File: config.mk
export PLATFORM = sky130hd
export DESIGN_NAME = button_pulse_gen_flat
export DESIGN_NICKNAME = d
export VERILOG_FILES = /design/src/rtl/button_pulse_gen_if.sv /design/src/rtl/button_pulse_gen.sv /design/src/flat_wrapper.sv
export SDC_FILE = /design/constraint.sdc
export NUM_CORES = 1
export LEC_CHECK = 0
export CAP_MARGIN = 20
export CORE_AREA = 10 10 67 69
export DETAILED_ROUTE_END_ITERATION = 8
export DIE_AREA = 0 0 77 79
export DONT_BUFFER_PORTS = 1
export PLACE_DENSITY = 0.52
export SLEW_MARGIN = 25
export SYNTH_ARGS = -nofsm -noshare
export SYNTH_HDL_FRONTEND = slang
export SYNTH_SLANG_ARGS = --single-unit
File: constraint.sdc
create_clock -name clk -period 2.2 [get_ports clk]
set_clock_uncertainty 0.15 [all_clocks]
set_input_delay 0.44 -clock clk [delete_from_list [all_inputs] [get_ports clk]]
set_output_delay 0.44 -clock clk [all_outputs]
set_load 0.02 [all_outputs]
File: src/rtl/button_pulse_gen_if.sv
// rtl/button_pulse_gen_if.sv - button input and increment-pulse signal bundle
interface button_pulse_gen_if;
    logic btn_in;
    logic enable;
    logic pulse;
    logic pressed;
    logic repeat_active;

    modport master (
        output btn_in,
        output enable,
        input  pulse,
        input  pressed,
        input  repeat_active
    );

    modport slave (
        input  btn_in,
        input  enable,
        output pulse,
        output pressed,
        output repeat_active
    );
endinterface

File: src/rtl/button_pulse_gen.sv
// rtl/button_pulse_gen.sv - synchronised, debounced button to single-cycle pulses with auto-repeat
module button_pulse_gen #(
    parameter int DEBOUNCE_CYCLES = 12000,
    parameter int REPEAT_DELAY    = 0,
    parameter int REPEAT_PERIOD   = 3000,
    parameter int ACTIVE_LOW      = 1
) (
    input  logic               clk,
    input  logic               reset_n,
    button_pulse_gen_if.slave  bus
);

    localparam int MAX_DR = (DEBOUNCE_CYCLES > REPEAT_DELAY) ? DEBOUNCE_CYCLES : REPEAT_DELAY;
    localparam int MAX_C  = (MAX_DR > REPEAT_PERIOD) ? MAX_DR : REPEAT_PERIOD;
    localparam int CW     = $clog2(MAX_C) + 1;

    localparam logic          INACTIVE = (ACTIVE_LOW != 0) ? 1'b1 : 1'b0;
    localparam logic [CW-1:0] DB_LAST  = CW'(DEBOUNCE_CYCLES - 1);
    localparam logic [CW-1:0] RD_LAST  = CW'((REPEAT_DELAY > 0) ? REPEAT_DELAY - 1 : 0);
    localparam logic [CW-1:0] RP_LAST  = CW'(REPEAT_PERIOD - 1);
    localparam logic          RPT_EN   = (REPEAT_DELAY != 0);

    typedef enum logic [2:0] {
        IDLE       = 3'd0,
        DB_PRESS   = 3'd1,
        HELD       = 3'd2,
        REPEAT     = 3'd3,
        DB_RELEASE = 3'd4
    } state_t;

    state_t        state, state_n;
    logic [CW-1:0] cnt, cnt_n;
    logic          sync1, sync2, btn_s;
    logic          fire;
    logic          pulse_n, pressed_n, repeat_n;

    always_ff @(posedge clk or negedge reset_n) begin
        if (!reset_n) begin
            sync1 <= INACTIVE;
            sync2 <= INACTIVE;
        end else begin
            sync1 <= bus.btn_in;
            sync2 <= sync1;
        end
    end

    // Normalise so that 1 always means pressed regardless of pin polarity.
    assign btn_s = sync2 ^ INACTIVE;

    always_ff @(posedge clk or negedge reset_n) begin
        if (!reset_n) begin
            state             <= IDLE;
            cnt               <= '0;
            bus.pulse         <= 1'b0;
            bus.pressed       <= 1'b0;
            bus.repeat_active <= 1'b0;
        end else begin
            state             <= state_n;
            cnt               <= cnt_n;
            bus.pulse         <= pulse_n;
            bus.pressed       <= pressed_n;
            bus.repeat_active <= repeat_n;
        end
    end

    always_comb begin
        state_n = state;
        cnt_n   = cnt;
        fire    = 1'b0;
        case (state)
            IDLE: begin
                cnt_n = '0;
                if (btn_s) state_n = DB_PRESS;
            end
            DB_PRESS: begin
                if (!btn_s) begin
                    state_n = IDLE;
                    cnt_n   = '0;
                end else if (cnt == DB_LAST) begin
                    state_n = HELD;
                    cnt_n   = '0;
                    fire    = 1'b1;
                end else begin
                    cnt_n = cnt + 1'b1;
                end
            end
            HELD: begin
                if (!btn_s) begin
                    state_n = DB_RELEASE;
                    cnt_n   = '0;
                end else if (RPT_EN && cnt == RD_LAST) begin
                    state_n = REPEAT;
                    cnt_n   = '0;
                    fire    = 1'b1;
                end else if (RPT_EN) begin
                    cnt_n = cnt + 1'b1;
                end
            end
            REPEAT: begin
                if (!btn_s) begin
                    state_n = DB_RELEASE;
                    cnt_n   = '0;
                end else if (cnt == RP_LAST) begin
                    cnt_n = '0;
                    fire  = 1'b1;
                end else begin
                    cnt_n = cnt + 1'b1;
                end
            end
            DB_RELEASE: begin
                // Bouncing back to pressed restarts the repeat delay but never pulses.
                if (btn_s) begin
                    state_n = HELD;
                    cnt_n   = '0;
                end else if (cnt == DB_LAST) begin
                    state_n = IDLE;
                    cnt_n   = '0;
                end else begin
                    cnt_n = cnt + 1'b1;
                end
            end
            default: begin
                state_n = IDLE;
                cnt_n   = '0;
            end
        endcase
    end

    always_comb begin
        pulse_n   = fire & bus.enable;
        pressed_n = (state_n == HELD) || (state_n == REPEAT) || (state_n == DB_RELEASE);
        repeat_n  = (state_n == REPEAT);
    end

endmodule
File: src/flat_wrapper.sv
// flat-port wrapper written by rule: the top's interface ports become plain ports
module button_pulse_gen_flat 
#(
    parameter int DEBOUNCE_CYCLES = 12000,
    parameter int REPEAT_DELAY    = 0,
    parameter int REPEAT_PERIOD   = 3000,
    parameter int ACTIVE_LOW      = 1
)
  (clk, reset_n, bus_btn_in, bus_enable, bus_pulse, bus_pressed, bus_repeat_active);
  button_pulse_gen_if bus_i ();
  input  logic clk;
  input  logic reset_n;
  input wire logic [$bits(bus_i.btn_in)-1:0] bus_btn_in;
  input wire logic [$bits(bus_i.enable)-1:0] bus_enable;
  output wire logic [$bits(bus_i.pulse)-1:0] bus_pulse;
  output wire logic [$bits(bus_i.pressed)-1:0] bus_pressed;
  output wire logic [$bits(bus_i.repeat_active)-1:0] bus_repeat_active;
  assign bus_i.btn_in = bus_btn_in;
  assign bus_i.enable = bus_enable;
  assign bus_pulse = bus_i.pulse;
  assign bus_pressed = bus_i.pressed;
  assign bus_repeat_active = bus_i.repeat_active;
  button_pulse_gen #(.DEBOUNCE_CYCLES(DEBOUNCE_CYCLES), .REPEAT_DELAY(REPEAT_DELAY), .REPEAT_PERIOD(REPEAT_PERIOD), .ACTIVE_LOW(ACTIVE_LOW)) u_core (.clk(clk), .reset_n(reset_n), .bus(bus_i));
endmodule
# After elaboration in Yosys (flattened, before gate mapping)
# Index checks and enable logic that the tools add are counted.
dict set report totals {
  regBits 23
  output_inout_bits 3
  word_cells 42
}
dict set report classes {
  addsub 1
  eq_ne 10
  n_mux 19
  bitwise 1
  reduce_logical 4
}
# op count
set ops {}
lappend ops {{$mux 15} 6}
lappend ops {{$pmux 15 s4} 1}
lappend ops {{$mux 3} 6}
lappend ops {{$add 15x1->15 const B} 1}
lappend ops {{$eq 15x12->1 const B} 1}
lappend ops {{$eq 15x14->1 const B} 1}
lappend ops {{$eq 3x2->1 const B} 4}
lappend ops {{$pmux 3 s4} 1}
lappend ops {{$eq 3x3->1 const B} 2}
lappend ops {{$mux 1} 4}
lappend ops {{$eq 3x1->1 const B} 1}
lappend ops {{$logic_not 3->1} 1}
lappend ops {{$logic_or 1x1->1} 2}
lappend ops {{$ne 2x1->1 const B} 1}
lappend ops {{$pmux 1 s2} 1}
lappend ops {{$reduce_or 2->1} 1}
lappend ops {{$and 1x1->1} 1}

# Logic depth before layout (Yosys ltp)
# Gate-level depths: netlist of the first run.
dict set report logic_depth {
  depth_word 7
  depth_mapped 6
}

# Worst setup path before layout of the first run
# Ideal clock, no wire load.
dict set report synth_timing {
  path_kind {flip-flop to flip-flop}
  startpoint {reg u_core.sync2}
  endpoint {reg u_core.cnt[14]}
  setup_time_ps 87
  arrival_ps 1756
  t_required_ps 1963
  slack_ps 207
  path_stages_with_launch 6
  n_path_buf 1
  path_cell_list {dfstp_2 > buf_2 > nor4b_4 > or4_4 > or3_1 > a22oi_1}
}
dict set report synth_between {
  elab_chain_len 2
}
# item line_no
set synth_rtl {}
lappend synth_rtl {{start, declared} button_pulse_gen.sv:33} ;# logic sync1, sync2, btn_s;
lappend synth_rtl {{start signal, assigned} button_pulse_gen.sv:43} ;# sync2 <= sync1;
lappend synth_rtl {{$mux 15 (on tied branches)} {button_pulse_gen.sv:112, button_pulse_gen.sv:76, button_pulse_gen.sv:100}}
lappend synth_rtl {{$pmux 15 s4} button_pulse_gen.sv:70} ;# case (state)
lappend synth_rtl {{end signal, assigned} button_pulse_gen.sv:59} ;# cnt <= cnt_n;
lappend synth_rtl {{end, declared} button_pulse_gen.sv:32} ;# logic [CW-1:0] cnt, cnt_n;
# Several ways; a longest one is shown, not always the timed one.
# A chain may end at the register's enable or synchronous reset.

# Final worst setup path of the first run
dict set report layout_timing {
  startpoint {reg u_core.cnt[6]}
  endpoint {reg u_core.cnt[1]}
}
dict set report layout_between {
  elab_chain_len 4
}
# item line_no
set layout_rtl {}
lappend layout_rtl {{$eq 15x14->1 or $eq 15x12->1 (tied branches)} {button_pulse_gen.sv:79, button_pulse_gen.sv:115, button_pulse_gen.sv:103}}
lappend layout_rtl {{$mux 15 (on tied branches)} {button_pulse_gen.sv:79, button_pulse_gen.sv:115, button_pulse_gen.sv:103}}
lappend layout_rtl {{$mux 15 (on tied branches)} {button_pulse_gen.sv:112, button_pulse_gen.sv:76, button_pulse_gen.sv:100}}
lappend layout_rtl {{$pmux 15 s4 (*)} button_pulse_gen.sv:70}
# Every way passes the cells marked *; elsewhere a longest branch is shown, timed or not.

==> summary.md, run 1 <==
| Metric | Value |
|---|---|
| Residual DRC | 0 |
| Clock Latency Late Sink | 0.31 ns |
| Post-CTS Setup Inserts | 0 |
| Slowest cell delay on critical path | 0.58 ns |
| Seq/Total Area, Yosys | a little under half |
| WHS | about 0.12 ns |
| Number of synthesized flops with an enable pin | 0 |
| Layout Nets | ~140 |
| Remaining Overflow, GRT | 0 |
| Slew @ Worst Pin | ~0.67 ns |
| GP Congestion | between 0.8 and 0.9 |
| # port buffers | 0 |
| Critical Path RT | about 2.3 ns |
| P_leak | around 0.55 nW |
| Clock Sinks | 23 |
| Die height | between 70 and 80 microns |
| Fin crit period | approximately 2.1 ns |
| Max clock buf depth | 2 |
| FF+latch count, synth | 23 |
| IO Pins | 7 |
| Arr. time, crit path | 2.16 ns |
| Cells after synthesis | roughly 120 |
| Fmax | 475.3 MHz |
| Max H-tree Level | 1 |
| Setup CP Type | reg -> reg |
| Max rail drop VDD | just over 0.2 mV |
| Compound-Gate Fraction of Synth Area | 14.43% |
| Relative slew slack | between 50% and 60% |
| Synth Area in Simple Gates | between 20% and 30% |
| CTS tree | built |
| Antenna violations before repair | 0 |
| Largest net degree at the start of global routing | 24 |
| Wire per inst | about 15 microns |
| Synth unique cells | 45 |
| Vias in the first global route | around 930 |
| Die X | between 70 and 80 microns |
| Worst hold path type | in -> reg |
| Final slew viol count | 0 |
| Mapped Area | approximately 1200 sq um |
| Fill cells | around 330 |
| Share of cells above drive strength 1 | 19.85% |
| CTS root buffer | clkbuf_4 |
| GRT Resource Usage Total | 8.866% |
| Post-Syn Area per Cell | about 10 sq um |
| Setup crit start kind | flip-flop |
| Mux cell area share after synthesis | less than 1% |
| Dpl hpwl | approximately 1900 microns |
| Adder-cell share of the synthesized area | approximately 1.0% |
| Largest family of logic cells by synthesized area | simple AND/OR/NAND/NOR gates |
| Rows | 21 |
| Crit-path cells | or4b_4, or4_4, a32oi_1, o21ai_1 |
| Routed Wire Length | around 2700 microns |
| Maximum capacitance violations | 0 |
| RSZ-0062 raised after global routing | false |
| PwrDens | 505.6 nW/um^2 |
| Total power draw | around 0.7 mW |
| Final hold violation count | 0 |
| Area of the core | between 3000 and 4000 sq um |
| Element type at the critical path end | flip-flop |
| Fin util | between 40% and 50% |
| Starting density of the core | 38.64% |
| TNS Setup | 0 ns |
| FF/Latch Area | about 580 sq um |
| First-pass GRT wire length | between 4000 and 5000 microns |
| Die outline area | 6083 sq um |
| Area of the multi-input gates | 655.6 sq um |
| CP max stage cell | or4b_4 |
| Pre-antenna DRT Iters | 4 |
| Final period util | 95.63% |
| 1st-iter DRT viols | 29 |
| Area Growth Syn to Fin | 14.23% |
| Yosys warns | 0 |
| Total CTS buffers | 3 |
| Vias/cell | between 5 and 6 |
| Synth Area in XOR/XNOR | 7.014% |
| Final ANT Viol Nets | 0 |
| Worst Path Max Fanout | 5 |
| Run status | complete, no violations |
| Setup Viol. Count Final | 0 |
| Diode count | 0 |
| Ys async rst share | 100.0% |
| CTS clk-pin slew, worst paths | around 0.13 ns |
| Main synth FF type | dfrtp_1 |
| Syn Nets | roughly 120 |
| Vias | slightly below 1000 |
==> routing by layer <==
| metal | GRT usage (%) | wire [microns] |
|---|---|---|
| met1 | 11.19 | 1351 |
| met2 | 14.59 | 1289 |
| met3 | 2.252 | 54 |
| met4 | 2.737 | 24 |
| met5 | 0 | 0 |
==> cell type report <==
type,instances,area share (%)
multi-input cells,89,45.96
repair buffers,13,7.018
well taps,46,4.035
flip-flops and latches,23,40.53
inverters,2,0.5263
clock inverters,1,0.3509
clock buffers,3,1.579
==> cell usage in the layout (no fill, tap or decap), types with 3 or more instances in the layout <==
master,synthesis,layout
dfrtp_1,21,21
a21oi_1,12,12
buf_4,1,10
xnor2_1,8,8
nand2_1,5,5
nand3_1,5,5
nand4_1,4,4
nor2_1,4,4
nand3b_1,3,3
a22oi_1,3,3
clkbuf_4,0,3
==> synth_stat cells (2+ instances only) <==
cell,instances,area [sq um]
dfrtp_1,21,525.5
a21oi_1,12,60.06
xnor2_1,8,70.07
nand2_1,5,18.77
nand3_1,5,25.02
buf_2,4,20.02
nand4_1,4,25.02
nor2_1,4,15.01
a22oi_1,3,22.52
nand3b_1,3,22.52
nor4_1,3,18.77
a21o_1,2,15.01
a31oi_1,2,12.51
dfstp_2,2,52.55
inv_1,2,7.510
nand2b_1,2,12.51
nand4b_1,2,17.52
nor2b_1,2,12.51
nor3_1,2,10.01
o21ai_0,2,10.01
o21ai_1,2,10.01
or3_1,2,12.51
or4_4,2,22.52
xor2_1,2,17.52
==> worst paths after layout <==
check	from	end	slack, ns	cells past startpoint
setup reg to reg	u_core.cnt[6]	u_core.cnt[1]	0.1	4
setup / recovery	u_core.cnt[6]	u_core.cnt[1]	0.1	4
max in group asynchronous	reset_n	u_core.sync1	1.07	2
min in group asynchronous	reset_n	u_core.state[0]	0.47	2
hold / removal	bus_enable	u_core.bus.pulse	0.12	1
hold reg to reg	u_core.sync1	u_core.sync2	0.22	0
==> report_power, final <==
group | internal, mW | switching [mW] | leakage (nW) | total [mW]
sequential | 0.440 | 0.0158 | 0.310 | 0.456
combinational | 0.0308 | 0.0396 | 0.223 | 0.0704
clock | 0.0679 | 0.127 | 0.0177 | 0.195
total | 0.539 | 0.182 | 0.551 | 0.721
==> registers in the layout, summed over array words and instances (netlist names) <==
signal                    count
u_core.bus.pulse              1
u_core.state                  3
u_core.bus.pressed            1
u_core.cnt                   15
u_core.bus.repeat_active      1
u_core.sync1                  1
u_core.sync2                  1
==> worst max-delay path: cells and delay by family (launching register included) <==
kind               cells  cell delay, ns
and+or+nand+nor        2            1.11
DFF                    1            0.46
AOI/OAI and AO/OA      2            0.29
==> stage by stage <==
step	area (sq um)	std cells	setup WS (ns)
floorplan	1249	119	0.2070
global placement	1350	169	0.1516
finish	1426	177	0.09621
global route	1426	177	0.03135
detailed placement	1350	169	0.05463
CTS	1398	175	0.04287
==> cell families (layout without fill, tap and decap cells) <==
kind of cell,after synthesis,after routing
compound gates,29,30
xor+xnor,10,10
fa+ha+maj,1,1
buf+inv,8,19
flops,23,23
mux,1,1
simple gates,47,47
==> what timing repair did <==
| item | in CTS | in global routing |
|---|---|---|
| endpoints found under the hold margin | 24 | 21 |
| gates resized for setup | 0 | 2 |
| hold buffers | 2 | 1 |
| setup endpoints to repair | 0 | 13 |
(Power assumes the default switching activity.)
==> run 2: changes to the inputs <==
SLEW_MARGIN = 20   (was 25)
==> results of run 2 <==
The final DEF is identical to that of run 1; final timing and power are the same.
